<file path="src/rtl/stack_sequencer_pkg.sv">
// Shared encodings for the stack push/pull sequencer: FSM states, transfer
// direction and the byte selector used by the lookup and the datapath.
package stack_sequencer_pkg;

    typedef enum logic [1:0] {
        C_STACK_ST_IDLE = 2'd0,
        C_STACK_ST_XFER = 2'd1,
        C_STACK_ST_FIN  = 2'd2
    } stack_state_e;

    localparam logic C_STACK_DIR_PUSH = 1'b0;
    localparam logic C_STACK_DIR_PULL = 1'b1;

    typedef enum logic [1:0] {
        C_STACK_SEL_PCH = 2'd0,
        C_STACK_SEL_PCL = 2'd1,
        C_STACK_SEL_P   = 2'd2
    } stack_sel_e;

endpackage

</file>
<file path="src/rtl/stack_sequencer_bytesel.sv">
// Byte-order lookup: (direction, count, index) -> which byte moves this cycle.
// Pull order is the mirror of push order so a pull undoes the matching push.
module stack_sequencer_bytesel
    import stack_sequencer_pkg::*;
(
    input  logic       dir,
    input  logic [1:0] count,
    input  logic [1:0] idx,
    output stack_sel_e sel,
    output logic       last
);

    always_comb begin
        sel = C_STACK_SEL_P;
        if (dir == C_STACK_DIR_PUSH) begin
            case (count)
                2'd3: begin
                    case (idx)
                        2'd0:    sel = C_STACK_SEL_PCH;
                        2'd1:    sel = C_STACK_SEL_PCL;
                        default: sel = C_STACK_SEL_P;
                    endcase
                end
                2'd2:    sel = (idx == 2'd0) ? C_STACK_SEL_PCH : C_STACK_SEL_PCL;
                default: sel = C_STACK_SEL_P;
            endcase
        end else begin
            case (count)
                2'd3: begin
                    case (idx)
                        2'd0:    sel = C_STACK_SEL_P;
                        2'd1:    sel = C_STACK_SEL_PCL;
                        default: sel = C_STACK_SEL_PCH;
                    endcase
                end
                2'd2:    sel = (idx == 2'd0) ? C_STACK_SEL_PCL : C_STACK_SEL_PCH;
                default: sel = C_STACK_SEL_P;
            endcase
        end
    end

    assign last = (idx == (count - 2'd1));

endmodule

</file>
<file path="src/rtl/stack_sequencer.sv">
// Stack push/pull sequencer: owns SP, walks 1..3 bytes through page 1 and
// captures pulled bytes for the PC and P paths.
module stack_sequencer
    import stack_sequencer_pkg::*;
#(
    parameter logic [7:0] SP_RESET   = 8'hFD,
    parameter logic [7:0] STACK_PAGE = 8'h01
) (
    input  logic        CLK,
    input  logic        RES_N,
    input  logic        RDY,
    input  logic        START,
    input  logic        DIR,
    input  logic [1:0]  COUNT,
    input  logic [7:0]  DIN_PCH,
    input  logic [7:0]  DIN_PCL,
    input  logic [7:0]  DIN_P,
    input  logic        SP_LOAD,
    input  logic [7:0]  SP_IN,
    input  logic [7:0]  DATA_IN,
    output logic [15:0] ADDR,
    output logic [7:0]  DATA_OUT,
    output logic        WE,
    output logic        BUSY,
    output logic        DONE,
    output logic [7:0]  SP,
    output logic [7:0]  PCL_OUT,
    output logic [7:0]  PCH_OUT,
    output logic [7:0]  P_OUT
);

    stack_state_e state;
    logic         dir_q;
    logic [1:0]   count_q;
    logic [1:0]   idx;
    logic [7:0]   pch_q, pcl_q, p_q;
    stack_sel_e   sel;
    logic         last;

    stack_sequencer_bytesel u_bytesel (
        .dir   (dir_q),
        .count (count_q),
        .idx   (idx),
        .sel   (sel),
        .last  (last)
    );

    always_ff @(posedge CLK or negedge RES_N) begin
        if (!RES_N) begin
            state   <= C_STACK_ST_IDLE;
            SP      <= SP_RESET;
            dir_q   <= C_STACK_DIR_PUSH;
            count_q <= 2'd0;
            idx     <= 2'd0;
            pch_q   <= 8'h00;
            pcl_q   <= 8'h00;
            p_q     <= 8'h00;
            PCL_OUT <= 8'h00;
            PCH_OUT <= 8'h00;
            P_OUT   <= 8'h00;
        end else begin
            case (state)
                C_STACK_ST_IDLE: begin
                    // SP_LOAD wins over START so TXS never races a stack op
                    if (RDY) begin
                        if (SP_LOAD) begin
                            SP <= SP_IN;
                        end else if (START && (COUNT != 2'd0)) begin
                            dir_q   <= DIR;
                            count_q <= COUNT;
                            pch_q   <= DIN_PCH;
                            pcl_q   <= DIN_PCL;
                            p_q     <= DIN_P;
                            idx     <= 2'd0;
                            state   <= C_STACK_ST_XFER;
                        end
                    end
                end
                C_STACK_ST_XFER: begin
                    if (RDY) begin
                        if (dir_q == C_STACK_DIR_PUSH) begin
                            SP <= SP - 8'd1;
                        end else begin
                            SP <= SP + 8'd1;
                            case (sel)
                                C_STACK_SEL_PCH: PCH_OUT <= DATA_IN;
                                C_STACK_SEL_PCL: PCL_OUT <= DATA_IN;
                                default:         P_OUT   <= DATA_IN;
                            endcase
                        end
                        idx <= idx + 2'd1;
                        if (last)
                            state <= C_STACK_ST_FIN;
                    end
                end
                C_STACK_ST_FIN: state <= C_STACK_ST_IDLE;
                default:        state <= C_STACK_ST_IDLE;
            endcase
        end
    end

    // Pulls read one above SP (pre-increment); pushes write at SP (post-decrement)
    always_comb begin
        ADDR     = {STACK_PAGE, SP};
        DATA_OUT = 8'h00;
        WE       = 1'b0;
        if (state == C_STACK_ST_XFER) begin
            if (dir_q == C_STACK_DIR_PULL) begin
                ADDR = {STACK_PAGE, SP + 8'd1};
            end else begin
                WE = RDY;
                case (sel)
                    C_STACK_SEL_PCH: DATA_OUT = pch_q;
                    C_STACK_SEL_PCL: DATA_OUT = pcl_q;
                    default:         DATA_OUT = p_q;
                endcase
            end
        end
    end

    assign BUSY = (state != C_STACK_ST_IDLE);
    assign DONE = (state == C_STACK_ST_FIN);

endmodule

</file>
<file path="config.mk">
export PLATFORM = sky130hd
export DESIGN_NAME = stack_sequencer
export DESIGN_NICKNAME = d
export VERILOG_FILES = /design/src/rtl/stack_sequencer_pkg.sv /design/src/rtl/stack_sequencer_bytesel.sv /design/src/rtl/stack_sequencer.sv
export SDC_FILE = /design/constraint.sdc
export NUM_CORES = 1
export LEC_CHECK = 0
export ABC_AREA = 1
export BUFFER_PORTS_ARGS = -buffer_cell sky130_fd_sc_hd__buf_2
export CORE_MARGIN = 4
export CORE_UTILIZATION = 35
export CTS_BUF_LIST = sky130_fd_sc_hd__clkbuf_4 sky130_fd_sc_hd__clkbuf_8 sky130_fd_sc_hd__clkbuf_16
export CTS_CLUSTER_SIZE = 30
export DETAILED_ROUTE_END_ITERATION = 8
export PLACE_DENSITY = 0.69
export RECOVER_POWER = 50
export SYNTH_ARGS = -nofsm -noshare
export SYNTH_HDL_FRONTEND = slang
export SYNTH_SLANG_ARGS = --single-unit
</file>
<file path="constraint.sdc">
create_clock -name CLK -period 1.9 [get_ports CLK]
set_input_delay 0.285 -clock CLK [delete_from_list [all_inputs] [get_ports CLK]]
set_output_delay 0.285 -clock CLK [all_outputs]
set_load 0.02 [all_outputs]
</file>
# Word-level counts from Yosys, hierarchy flattened
# Cells that the tools add are included.
dict set report classes {
  add_sub_neg 4
  eq_ne 13
  n_mux 30
  bitwise 2
  n_reduce_logical 15
}
# operator n
set op_table {}
lappend op_table {{2-to-1 mux 8 bit} 8}
lappend op_table {{one-hot mux 8 bit (2 select lines)} 2}
lappend op_table {{one-hot mux 2 bit (2 select lines)} 6}
lappend op_table {{2-to-1 mux 2 bit} 10}
lappend op_table {{AND reduction 4 bit} 5}
lappend op_table {{!= test 2 bit (second input constant)} 6}
lappend op_table {{AND reduction 5 bit} 2}
lappend op_table {{adder 8 x 1 -> 8 bit (second input constant)} 1}
lappend op_table {{subtractor 8 x 1 -> 8 bit (second input constant)} 1}
lappend op_table {{== test 2 x 1 -> 1 bit (second input constant)} 3}
lappend op_table {{== test 2 bit (second input constant)} 3}
lappend op_table {{logical NOT 2 bit} 3}
lappend op_table {{nonzero test 2 bit} 3}
lappend op_table {{2-to-1 mux 1 bit} 4}
lappend op_table {{adder 2 x 1 -> 2 bit (second input constant)} 1}
lappend op_table {{== test 2 bit} 1}
lappend op_table {{NOT 1 bit} 2}
lappend op_table {{OR reduction 2 bit} 1}
lappend op_table {{subtractor 2 x 1 -> 2 bit (second input constant)} 1}
lappend op_table {{logical AND 1 bit} 1}
dict set report totals {
  regBits 63
  input_bits 48
  out_inout_bits 59
}

# Logic depth before layout (Yosys ltp)
# Gate-level depths: netlist of the first run.
dict set report depth {
  ltp_word 8
  mapped_depth 12
}

# Hierarchy
# From an unflattened synthesis of the first run, not the netlist that was laid out.
dict set report hier_totals {
  cells_unflattened 447
  area_unflattened_um2 3380.7
}
# module n_inst cells_per_inst area_each_um2 seq_area_each_um2
set by_module_without_submodules {}
lappend by_module_without_submodules {stack_sequencer 1 429 3278.1 1585.3}
lappend by_module_without_submodules {stack_sequencer_bytesel 1 18 102.6 0.0}

# Worst setup path after synthesis of the first run
# No wires, ideal clock.
dict set report synth_path {
  path_type {flip-flop to output port}
  from {reg idx[0]}
  to {out DATA_OUT[5]}
  t_arrival_ps 1626
  required_ps 1615
  setup_slack_ps -11
  stages_incl_launch_ff 13
  path_buffers 1
  path_cell_list {dfrtp_1 inv_1 ha_1 inv_1 nand2_1 nand2_2 nor2_2 nor2_4 buf_4 nand3_1 nand3_1 nand2_1 inv_1}
}
dict set report synth_via {
  elab_chain_len 8
  word_cells_on_any_way 14
}
# element line_no
set synth_lines {}
lappend synth_lines {{from (decl)} stack_sequencer.sv:35} ;# logic [1:0] idx;
lappend synth_lines {{from (signal assigned)} stack_sequencer.sv:91} ;# idx <= idx + 2'd1;
lappend synth_lines {{== test 2 x 1 -> 1 bit / logical NOT 2 bit (equally long branches)} {stack_sequencer_bytesel.sv:18, stack_sequencer_bytesel.sv:30, stack_sequencer_bytesel.sv:24}}
lappend synth_lines {{one-hot mux 2 bit (2 select lines) (tied with other cells)} stack_sequencer_bytesel.sv:18} ;# case (idx)
lappend synth_lines {{one-hot mux 2 bit (2 select lines), on equally long branches} {stack_sequencer_bytesel.sv:16, stack_sequencer_bytesel.sv:28}}
lappend synth_lines {{2-to-1 mux 2 bit (*)} stack_sequencer_bytesel.sv:15} ;# if (dir == C_STACK_DIR_PUSH) begin
lappend synth_lines {{== test 2 x 1 -> 1 bit / logical NOT 2 bit (equally long branches)} stack_sequencer.sv:112} ;# case (sel)
lappend synth_lines {{one-hot mux 8 bit (2 select lines) (*)} stack_sequencer.sv:112}
lappend synth_lines {{2-to-1 mux 8 bit (*)} stack_sequencer.sv:108} ;# if (dir_q == C_STACK_DIR_PULL) begin
lappend synth_lines {{2-to-1 mux 8 bit (*)} stack_sequencer.sv:107} ;# if (state == C_STACK_ST_XFER) begin
lappend synth_lines {{to (decl)} stack_sequencer.sv:22} ;# output logic [7:0] DATA_OUT,
# Mark *: on every way between the ends. The rest lies on a longest branch, timed or not.

# Worst setup path after layout of the first run
dict set report layout_path {
  from {reg idx[0]}
  to {out DATA_OUT[3]}
}
# The elaborated chain is that of the path after synthesis.

==> results_dict.tcl, run 1 <==
set metrics [dict create \
    port_buffers 98 \
    reg2reg_from "idx[0]$_DFFE_PN0P_" \
    final.period_utilization_pct 121 \
    synth.ff_latch_count 63 \
    antenna_found_initial 1 \
    crit_path_end_kind "output pin" \
    core_mm2 0.00977 \
    fmax_ghz 0.434 \
    maxSlewHeadroom_pct 39.6 \
    drt-vias-per-instance 4.94 \
    finalSetupViolCount 24 \
    die_area_mm2 0.0117 \
    grt_pass1_vias 3530 \
    endpoint "DATA_OUT[3]" \
    clk_path_buf_depth 2 \
    postSynthCellCount 438 \
    grt_pass1_wl_mm 16.4 \
    fillers 891 \
    maxCapViolCount 0 \
    rr_endpoint "PCH_OUT[5]$_DFFE_PN0P_" \
    post-route-drc-count 0 \
    ys.flop_type "dfrtp_1" \
    clock_latency_ns 0.34 \
    fin_skew_ns 0.00730 \
    antennaDiodeCount 0 \
    critPathRequiredTime_ns 1.62 \
    grt-ovfl-total 0 \
    first_pass_iters 5 \
    syn-cell-area_mm2 0.00353 \
    clk_pin_slew_worst_paths_ns 0.07 \
    grt_max_degree 64 \
    outcome "finished, violations left" \
    antenna_left 0 \
    post-place-ws_ns -0.0476 \
    die_w_um 108 \
    global_route.usage.total_pct 17.6 \
    drv_slew 0 \
    r2r_slack_ns -0.05 \
    place.gp.congestion 0.885 \
    clock_sinks 63 \
    cp.arrival_ns 2.02 \
    p_leak_nw 2.67 \
    io_pins 107 \
    peakVddDrop_uv 831 \
    hold_ws_ns 0.183 \
    synth_edf_count 0 \
    place_area_mm2 0.00419 \
    reg2regPathDepth 12 \
    setup_ws_ns -0.404 \
    hold_viol 0 \
    dp.final_hpwl_mm 6.75 \
    postSynthAreaPerCell_um2 8.05 \
    worst_hold_path_type "input port to register" \
    fin_nets 639 \
    cp_max_fo 6 \
    drive_above_1_share_pct 45.2 \
    critPathKind "register to output pin" \
    final_cell_area_mm2 0.00518 \
    wirelength_mm 10.8 \
    die_y_um 108 \
    async_reset_ff_share_pct 100 \
    wire_per_inst_um 15.0 \
    synth_top_area_share_pct 39.7 \
    htreeDepth 3 \
    cp-start-kind "register" \
    tightest_slew_ns 0.906 \
    ys_warn_count 0 \
    failed_checks "setup timing" \
    synth_area_leaders "dfrtp_1, nand2_1, inv_1" \
    root_buffer "clkbuf_8" \
    yosys.cell_types.count 35 \
    numCtsBuffers 9 \
    total_power_mw 9.48 \
    post-route-min-period_ns 2.30 \
    start_util_pct 36.1 \
    ys_seq_area_share_pct 44.9 \
    rsz0062_at_grt "true" \
    dr_total_vias 3549 \
    fp-row-count 36 \
    drtIter0Drc 219 \
    cp-startpoint "idx[0]$_DFFE_PN0P_" \
    cts_tree "done" \
    power_density_mw_per_mm2 1830 \
    syn2layout_area_growth_pct 47.0 \
    synth_area_leader_cell "dfrtp_1" \
]
[cells in the mapped netlist, types with 3 or more instances]
library cell,number
nand2_1,109
inv_1,65
dfrtp_1,56
o21ai_0,44
nand3_1,37
nor2_1,17
o21ai_2,16
buf_4,10
ha_1,9
a21oi_1,8
o21ai_1,8
clkbuf_1,7
dfstp_2,7
nand4_1,5
buf_6,4
inv_2,3
nand2_2,3
nand2_4,3
nor3_1,3
xor2_1,3
[sequential cells by signal, summed over array words and instances, names as in the netlist]
register,count
PCH_OUT,8
PCL_OUT,8
P_OUT,8
SP,8
count_q,2
dir_q,1
idx,2
p_q,8
pch_q,8
pcl_q,8
state,2
[per-stage QoR]
stage	cells	util [%]	setup TNS, ns
after global placement	666	42.9	0
final	719	53.0	-3.59
after global routing	719	53.0	-5.67
after floorplan	444	-	0
after CTS	715	50.4	-4.11
after detailed placement	666	42.9	-0.260
[report_power, final]
part,total [mW],internal [mW],switching [mW],leakage (nW)
Combinational,5.83,2.51,3.32,1.80
Clock,1.03,0.509,0.518,0.0884
Sequential,2.63,2.04,0.591,0.782
[how the worst min path moves through the flow]
stage / from / end / slack, ns / cells after the start
floorplan: RES_N / PCH_OUT[0]$_DFFE_PN0P_ / -0.01 / 0
global placement: RES_N / P_OUT[0]$_DFFE_PN0P_ / 0.32 / 2
detailed placement: RES_N / PCH_OUT[0]$_DFFE_PN0P_ / 0.33 / 2
CTS: DIN_PCL[4] / pcl_q[4]$_DFFE_PN0P_ / 0.18 / 3
global route: DIN_P[7] / p_q[7]$_DFFE_PN0P_ / 0.19 / 3
finish: DIN_PCH[5] / pch_q[5]$_DFFE_PN0P_ / 0.18 / 3
[logic make-up after synthesis]
kind of cell / count (synthesis) / share of synthesized area (%)
AND/OR/NAND/NOR: 184 / 24.3
XOR/XNOR: 4 / 0.993
other: 2 / 0.213
flip-flops: 63 / 44.9
adder cells (fa/ha/maj): 9 / 3.19
AO/OA/AOI/OAI: 85 / 14.7
buffers and inverters: 91 / 11.7
[layout make-up]
cell class | count | area [µm²] | area share (%)
clock buffer | 11 | 145 | 2.80
clock inverter | 4 | 22.5 | 0.434
inverter | 69 | 280 | 5.41
multi-input combinational | 291 | 1940 | 37.4
sequential | 63 | 1590 | 30.7
tap | 133 | 166 | 3.21
timing repair buffer | 147 | 1040 | 20.0
timing repair inverter | 1 | 7.51 | 0.145
[critical path, stage by stage, from the launching register on]
cell     delay, ns
dfrtp_2       0.44
inv_2         0.09
ha_4          0.15
inv_2         0.04
nand2_4       0.06
nand3_2       0.11
nand2_4       0.16
buf_6         0.17
nand3_2       0.10
nand3_2       0.09
nand2_1       0.06
inv_1         0.08
buf_6         0.11
[routing by layer]
layer | track usage (%) | wire, µm | vias up
met5 | 0 | 12 | -
met3 | 5.31 | 1000 | 28
met1 | 21.3 | 4390 | 1686
li1 | - | - | 1671
met2 | 29.5 | 5170 | 162
met4 | 6.49 | 213 | 2
[placed cells by master, fill, tap and decap left out, types with 10 or more instances in the layout]
| cell | instances |
|---|---|
| nand2_2 | 13 |
| inv_1 | 55 |
| o21ai_1 | 13 |
| clkbuf_1 | 11 |
| dfrtp_1 | 52 |
| o21ai_2 | 20 |
| buf_4 | 35 |
| o21ai_0 | 35 |
| nor2_1 | 15 |
| nand3_2 | 24 |
| nand2_1 | 94 |
| buf_2 | 71 |
| buf_6 | 23 |
| clkbuf_8 | 10 |
[what timing repair did]
action | CTS | global route
gates resized for setup | 85 | 64
setup buffers | 31 | 6
cloned | 2 | 2
hold buffers | 1 | 0
endpoints found under the setup margin | 16 | 34
pin swaps | 15 | 23
endpoints found under the hold margin | 56 | 0
No activity file was read; power rests on OpenSTA's default activity.
==> run 2: changes to the inputs <==
--- a/config.mk
+++ b/config.mk
@@ -5,7 +5,7 @@
 export SDC_FILE = /design/constraint.sdc
 export NUM_CORES = 1
 export LEC_CHECK = 0
-export ABC_AREA = 1
+export ABC_CLOCK_PERIOD_IN_PS = 1900
 export BUFFER_PORTS_ARGS = -buffer_cell sky130_fd_sc_hd__buf_2
 export CORE_MARGIN = 4
 export CORE_UTILIZATION = 35
==> run 2 against run 1 <==
  * The flow still finishes with violations (setup timing)
  * Count of clock-buffer cells in the layout decreased by 1
  * Die area down 2.5%
  * Sequential cell count unchanged
  * Combinational power rose by 2%
  * Critical path type unchanged
==> results_dict.tcl, run 2 <==
set metrics [dict create \
    antenna_left 0 \
    critPathRequiredTime_ns 1.62 \
    rsz0062_at_grt "true" \
    final_common_cell "buf_2" \
    place.gp.congestion 0.876 \
    antennaDiodeCount 0 \
    intPower_mw 5.77 \
    drtIter0Drc 81 \
    io_pins 107 \
    dr_total_vias 2947 \
    yosys.cell_types.count 61 \
    clk_path_buf_depth 2 \
    drv_slew 0 \
    synth_top_area_share_pct 40.8 \
    ys_warn_count 0 \
    fin_cells 586 \
    synth_top_family_by_area "multiplexers" \
    clockPowerShare_pct 13.1 \
    hold_depth 2 \
    path_buf_inv 2 \
    p_sw_mw 4.00 \
    drt-vias-per-instance 5.03 \
    p_leak_nw 2.47 \
    worstSetupPathDepth 7 \
    clock_latency_ns 0.32 \
    crit_path_end_kind "output pin" \
    reg2regPathDepth 7 \
    worst_path_dominant_cell_family "simple AND/OR/NAND/NOR gates" \
    final_cell_mix "buf_2, dfrtp_1, buf_4, buf_6, mux2_4" \
    cp-start-kind "register" \
    antenna_found_initial 0 \
    tightest_slew_ns 0.888 \
    postSynthCellCount 296 \
    fp-row-count 35 \
    maxCapViolCount 0 \
    crit_path_top_delay_cell "dfrtp_2" \
    port_buffers 98 \
    first_pass_iters 5 \
    maxSlewHeadroom_pct 40.8 \
    syn2layout_area_growth_pct 53.8 \
    failed_checks "setup timing" \
    final.period_utilization_pct 136 \
    synth.ff_latch_count 63 \
    wire_per_inst_um 16.8 \
    syn-cell-area_mm2 0.00343 \
    numCtsBuffers 9 \
    yosys.area_share.simple_pct 11.7 \
    place_inst 548 \
    worst_hold_path_type "input port to register" \
    die_area_mm2 0.0115 \
    outcome "finished, violations left" \
    critPathKind "register to output pin" \
    cp.arrival_ns 2.31 \
    grt_pass1_wl_mm 15.5 \
    hold_viol 0 \
    postSynthAreaPerCell_um2 11.6 \
    cp_max_fo 4 \
    fin_skew_ns 0.0103 \
    synth.most_common_cell "dfrtp_1" \
    die_w_um 107 \
    comb_power_share_pct 60.8 \
    power_density_mw_per_mm2 1850 \
    ys_seq_area_share_pct 46.2 \
    grt-ovfl-total 0 \
    clock_sinks 63 \
    post-place-ws_ns -0.431 \
    setup_ws_ns -0.692 \
    yosys.area_share.adder_pct 3.28 \
    yosys-top-cells-count "dfrtp_1, mux2_2, mux2_1" \
    dp.final_hpwl_mm 6.50 \
    root_buffer "clkbuf_8" \
    synth_xor_area_share_pct 2.81 \
    fmax_ghz 0.386 \
    synth_edf_count 0 \
    grt_pass1_vias 3031 \
    cpPeakStageDelay_ns 0.45 \
    post-route-drc-count 0 \
    global_route.usage.total_pct 17.1 \
    swShare_pct 40.9 \
    async_reset_ff_share_pct 100 \
    synth_compound_area_share_pct 12.5 \
    synth_mux_area_share_pct 17.9 \
    clk_pin_slew_worst_paths_ns 0.07 \
    start_util_pct 36.6 \
    core_mm2 0.00937 \
    pwr-share-seq_pct 26.1 \
    grt_max_degree 64 \
    synth_area_leaders "dfrtp_1, mux2_2, mux2_1" \
    cts_tree "done" \
    die_y_um 107 \
    htreeDepth 3 \
    ys.flop_type "dfrtp_1" \
    fin_nets 509 \
    synth_area_leader_cell "dfrtp_1" \
    wirelength_mm 9.82 \
    drive_above_1_share_pct 61.9 \
    post-route-min-period_ns 2.59 \
    finalSetupViolCount 42 \
    peakVddDrop_uv 813 \
    critical_path.cell_chain "ha_4 > or3_4 > a2111oi_4 > buf_4 > and2_4 > a221o_1 > buf_6" \
]
-- run 2: cell count changes after synthesis, sizes merged, moves of 9 or more --
cell | previous run | this run
nand2 | 115 | 10
o21ai | 68 | 7
inv | 69 | 13
mux2 | 0 | 52
nand3 | 39 | 3
a221o | 0 | 9
and2 | 0 | 9
-- run 2: kinds of logic (layout without fill, tap and decap cells) --
| logic type | after synthesis | in the layout |
|---|---|---|
| simple gates | 68 | 68 |
| other cells | 2 | 8 |
| xor+xnor | 11 | 11 |
| compound gates | 55 | 55 |
| flops | 63 | 63 |
| fa+ha+maj | 9 | 9 |
| mux | 52 | 52 |
| buf+inv | 36 | 191 |
-- run 2: worst paths after layout --
kind                               startpoint  slack (ns)              endpoint
max reg2reg                idx[0]$_DFFE_PN0P_       -0.28  P_OUT[5]$_DFFE_PN0P_
min in group asynchronous               RES_N        0.73     SP[1]$_DFFE_PN0P_
max in group asynchronous               RES_N        0.56    idx[0]$_DFFE_PN0P_
min reg2reg                p_q[0]$_DFFE_PN0P_        0.50    p_q[0]$_DFFE_PN0P_
min                                DIN_PCL[5]        0.18  pcl_q[5]$_DFFE_PN0P_
max                        idx[0]$_DFFE_PN0P_       -0.69           DATA_OUT[3]
-- run 2: per-stage QoR --
stage / setup TNS (ns) / utilization [%] / hold slack (ns) / power (mW) / area [µm²]
3_3_place_gp: -5.42 / 47.4 / 0.324 / 6.91 / 4440
6_report: -11.09 / 56.3 / 0.176 / 9.78 / 5280
4_1_cts: -9.90 / 53.9 / 0.161 / 9.19 / 5050
3_5_place_dp: -6.76 / 47.4 / 0.328 / 7.05 / 4440
5_1_grt: -13.73 / 56.3 / 0.161 / 10.4 / 5280
2_1_floorplan: -3.11 / - / -0.0106 / 5.43 / 3570
-- run 2: layout make-up --
type / count / area [µm²]
fill: 811 / 4100
multi-input combinational: 203 / 2080
sequential: 63 / 1590
timing repair buffer: 162 / 1170
tap: 129 / 161
clock buffer: 10 / 131
clock inverter: 6 / 85.1
inverter: 13 / 60.1
-- run 2: timing repair --
item                       in CTS  in global routing
gates resized for setup        77                 44
setup buffers                  15                  9
hold endpoints to repair       56                  0
gates cloned                    0                  0
pin swaps                      16                 17
setup endpoints to repair      41                 44
hold buffers                    1                  0
-- run 2: layer usage --
| layer | vias to the layer above | share of wire (%) | track usage, % |
|---|---|---|---|
| met4 | 0 | 1.4 | 4.84 |
| met5 | - | 0 | 0 |
| met2 | 107 | 53 | 29.6 |
| met1 | 1453 | 40 | 21.6 |
| li1 | 1374 | - | - |
| met3 | 13 | 6.0 | 3.61 |
-- run 2: worst reg2reg max path: cells and delay by family (launching register included) --
kind | cells | cell delay, ns
DFF | 1 | 0.45
adders and majority gates | 1 | 0.18
and+or+nand+nor | 1 | 0.41
buffers and inverters | 3 | 0.44
muxes | 1 | 0.30
AOI/OAI and AO/OA | 1 | 0.28
-- run 2: power groups by stage --
stage / logic [mW] / registers (mW) / clock network [mW]
detailed placement: 4.57 / 2.48 / 0
CTS: 5.40 / 2.48 / 1.32
finish: 5.95 / 2.55 / 1.28
global route: 6.34 / 2.64 / 1.40
global placement: 4.47 / 2.45 / 0
floorplan: 2.70 / 2.74 / 0
==> run 3: changes to the inputs <==
--- a/config.mk
+++ b/config.mk
@@ -16,4 +16,5 @@
 export RECOVER_POWER = 50
 export SYNTH_ARGS = -nofsm -noshare
 export SYNTH_HDL_FRONTEND = slang
+export SYNTH_HIERARCHICAL = 1
 export SYNTH_SLANG_ARGS = --single-unit
==> run 3 against run 2 <==
  * The flow still finishes with violations (setup timing)
  * Routed wire length fell by 6.6%
  * Non-clock buffer count fell by 19
  * Clock skew decreased by 0.0039 ns
  * Final area decreased by 4.5%
  * Count of clock-buffer cells in the layout unchanged
  * Sequential share of layout area grew 1.4 points
  * Combinational power fell by 11%
  * Critical path type unchanged
  * Largest power group unchanged
  * Highest routed layer unchanged
==> results_dict.tcl, run 3 <==
set metrics [dict create \
    outcome "finished, violations left" \
    failed_checks "setup timing" \
    post-route-min-period_ns 2.28 \
    critPathRequiredTime_ns 1.62 \
    die_y_um 107 \
    min_to "pcl_q[6]$_DFFE_PN0P_" \
    cp.arrival_ns 1.99 \
    place_area_mm2 0.00430 \
    drtIter0Drc 87 \
    clock_sinks 63 \
    final_cell_mix "buf_2, dfrtp_1, mux2_4, buf_4, clkbuf_1" \
    fp-row-count 35 \
    clk_pin_slew_worst_paths_ns 0.07 \
    total_power_mw 8.97 \
    drive_above_1_share_pct 56.5 \
    post-place-ws_ns -0.217 \
    synth_top_area_share_pct 40.6 \
    clock_latency_ns 0.33 \
    fin_cells 577 \
    fin_nets 497 \
    cp-start-kind "register" \
    async_reset_ff_share_pct 100 \
    cts_tree "done" \
    postSynthCellCount 304 \
    r2r_slack_ns -0.15 \
    reg2regPathDepth 9 \
    antennaDiodeCount 0 \
    start_util_pct 36.6 \
    maxSlewHeadroom_pct 17.5 \
    grt_pass1_wl_mm 13.9 \
    antenna_found_initial 0 \
    drt-vias-per-instance 4.89 \
    synth.most_common_cell "dfrtp_1" \
    final.period_utilization_pct 120 \
    fin_skew_ns 0.00645 \
    fin_util_pct 53.5 \
    worst_hold_path_type "input port to register" \
    worstHoldStart "DIN_PCL[6]" \
    post-route-drc-count 0 \
    reg2reg_from "count_q[0]$_DFFE_PN0P_" \
    use_met1_pct 18.7 \
    crit_path_end_kind "output pin" \
    clk_path_buf_depth 2 \
    power_density_mw_per_mm2 1780 \
    hold_viol 0 \
    root_buffer "clkbuf_8" \
    gr-usage-met2_pct 25.9 \
    synth.ff_latch_count 63 \
    grt_pass1_vias 2953 \
    maxCapViolCount 0 \
    place_inst 544 \
    first_pass_iters 4 \
    rsz0062_at_grt "true" \
    numCtsBuffers 9 \
    fmax_ghz 0.439 \
    final_cell_area_mm2 0.00504 \
    ys_warn_count 6 \
    busiest_layer "met2" \
    place.gp.congestion 0.878 \
    die_area_mm2 0.0115 \
    yosys.cell_types.count 54 \
    syn-cell-area_mm2 0.00345 \
    wirelength_mm 9.17 \
    grt_use_met3_pct 3.48 \
    setup_ws_ns -0.380 \
    rr_endpoint "PCL_OUT[4]$_DFFE_PN0P_" \
    syn2layout_area_growth_pct 46.2 \
    antenna_left 0 \
    p_leak_nw 2.40 \
    port_buffers 98 \
    yosys-top-cells-count "dfrtp_1, mux2_2, nor2_1" \
    io_pins 107 \
    die_w_um 107 \
    synth_edf_count 0 \
    ys.flop_type "dfrtp_1" \
    drv_slew 0 \
    final_common_cell "buf_2" \
    critPathKind "register to output pin" \
    finalSetupViolCount 32 \
    ys_seq_area_share_pct 46.0 \
    htreeDepth 3 \
    hold_ws_ns 0.181 \
    tightest_slew_ns 1.24 \
    wire_per_inst_um 15.9 \
    dr_total_vias 2822 \
    grt_max_degree 28 \
    postSynthAreaPerCell_um2 11.3 \
    cp_max_fo 16 \
    setup_tns_ns -6.03 \
    synth_area_leader_cell "dfrtp_1" \
    grt-ovfl-total 0 \
    dp.final_hpwl_mm 6.24 \
    global_route.usage.total_pct 15.3 \
    core_mm2 0.00942 \
    peakVddDrop_uv 699 \
    synth_area_leaders "dfrtp_1, mux2_2, mux2_4" \
    hold_depth 2 \
]
[run 3: changes by cell type in the layout (fill, tap and decap cells not counted), sizes merged, moves of 5 or more]
cell    previous run  this run
nor2              16        31
mux2i              0         9
and2               9         0
buf              158       117
clkbuf            13        35
nor3               1         6
a221o              9         0
[run 3: logic make-up after synthesis]
kind of cell,synth area share (%)
other,0.218
AO/OA/AOI/OAI,8.20
AND/OR/NAND/NOR,13.2
multiplexers,22.3
flip-flops,46.0
adder cells (fa/ha/maj),2.18
buffers and inverters,5.37
XOR/XNOR,2.54
[run 3: routing by layer]
layer / vias up / share of wire [%]
met5: - / 0
met4: 0 / 1.1
met3: 12 / 6.6
met2: 107 / 50
met1: 1363 / 42
li1: 1340 / -
[run 3: how the worst max path moves through the flow]
stage	start	endpoint	depth (start not counted)
4_1_cts	count_q[0]$_DFFE_PN0P_	DATA_OUT[3]	10
2_1_floorplan	idx[0]$_DFFE_PN0P_	PCL_OUT[0]$_DFFE_PN0P_	6
3_5_place_dp	count_q[0]$_DFFE_PN0P_	DATA_OUT[0]	10
3_3_place_gp	count_q[0]$_DFFE_PN0P_	DATA_OUT[6]	10
6_report	count_q[0]$_DFFE_PN0P_	DATA_OUT[4]	10
5_1_grt	count_q[0]$_DFFE_PN0P_	DATA_OUT[0]	10
[run 3: where the power goes]
part	leakage (nW)	total (mW)	internal, mW	switching (mW)
combinational	1.54	5.32	2.71	2.61
sequential	0.767	2.52	2.00	0.523
clock	0.0994	1.14	0.616	0.520
[run 3: final cells by class]
cell class              count  area, µm²
fillers                   826       4370
multi-input cells         216       2060
flip-flops and latches     63       1590
repair buffers            143        998
well taps                 129        161
clock buffers              10        131
clock inverters             6       61.3
inverters                  10       42.5
[run 3: worst max-delay path, stage by stage (launching register included)]
cell     delay [ns]
dfrtp_1        0.40
inv_1          0.07
ha_2           0.18
inv_2          0.05
buf_4          0.12
mux2_4         0.29
buf_12         0.16
nor2_1         0.13
a21oi_2        0.05
nor2_2         0.09
buf_6          0.12
[run 3: what timing repair did]
item / 4_1_cts / 5_1_grt
pin swaps: 14 / 12
setup endpoints to repair: 33 / 43
cloned: 1 / 0
endpoints found under the hold margin: 13 / 0
setup buffers: 6 / 9
gates resized for setup: 54 / 60
hold buffers: 1 / 0
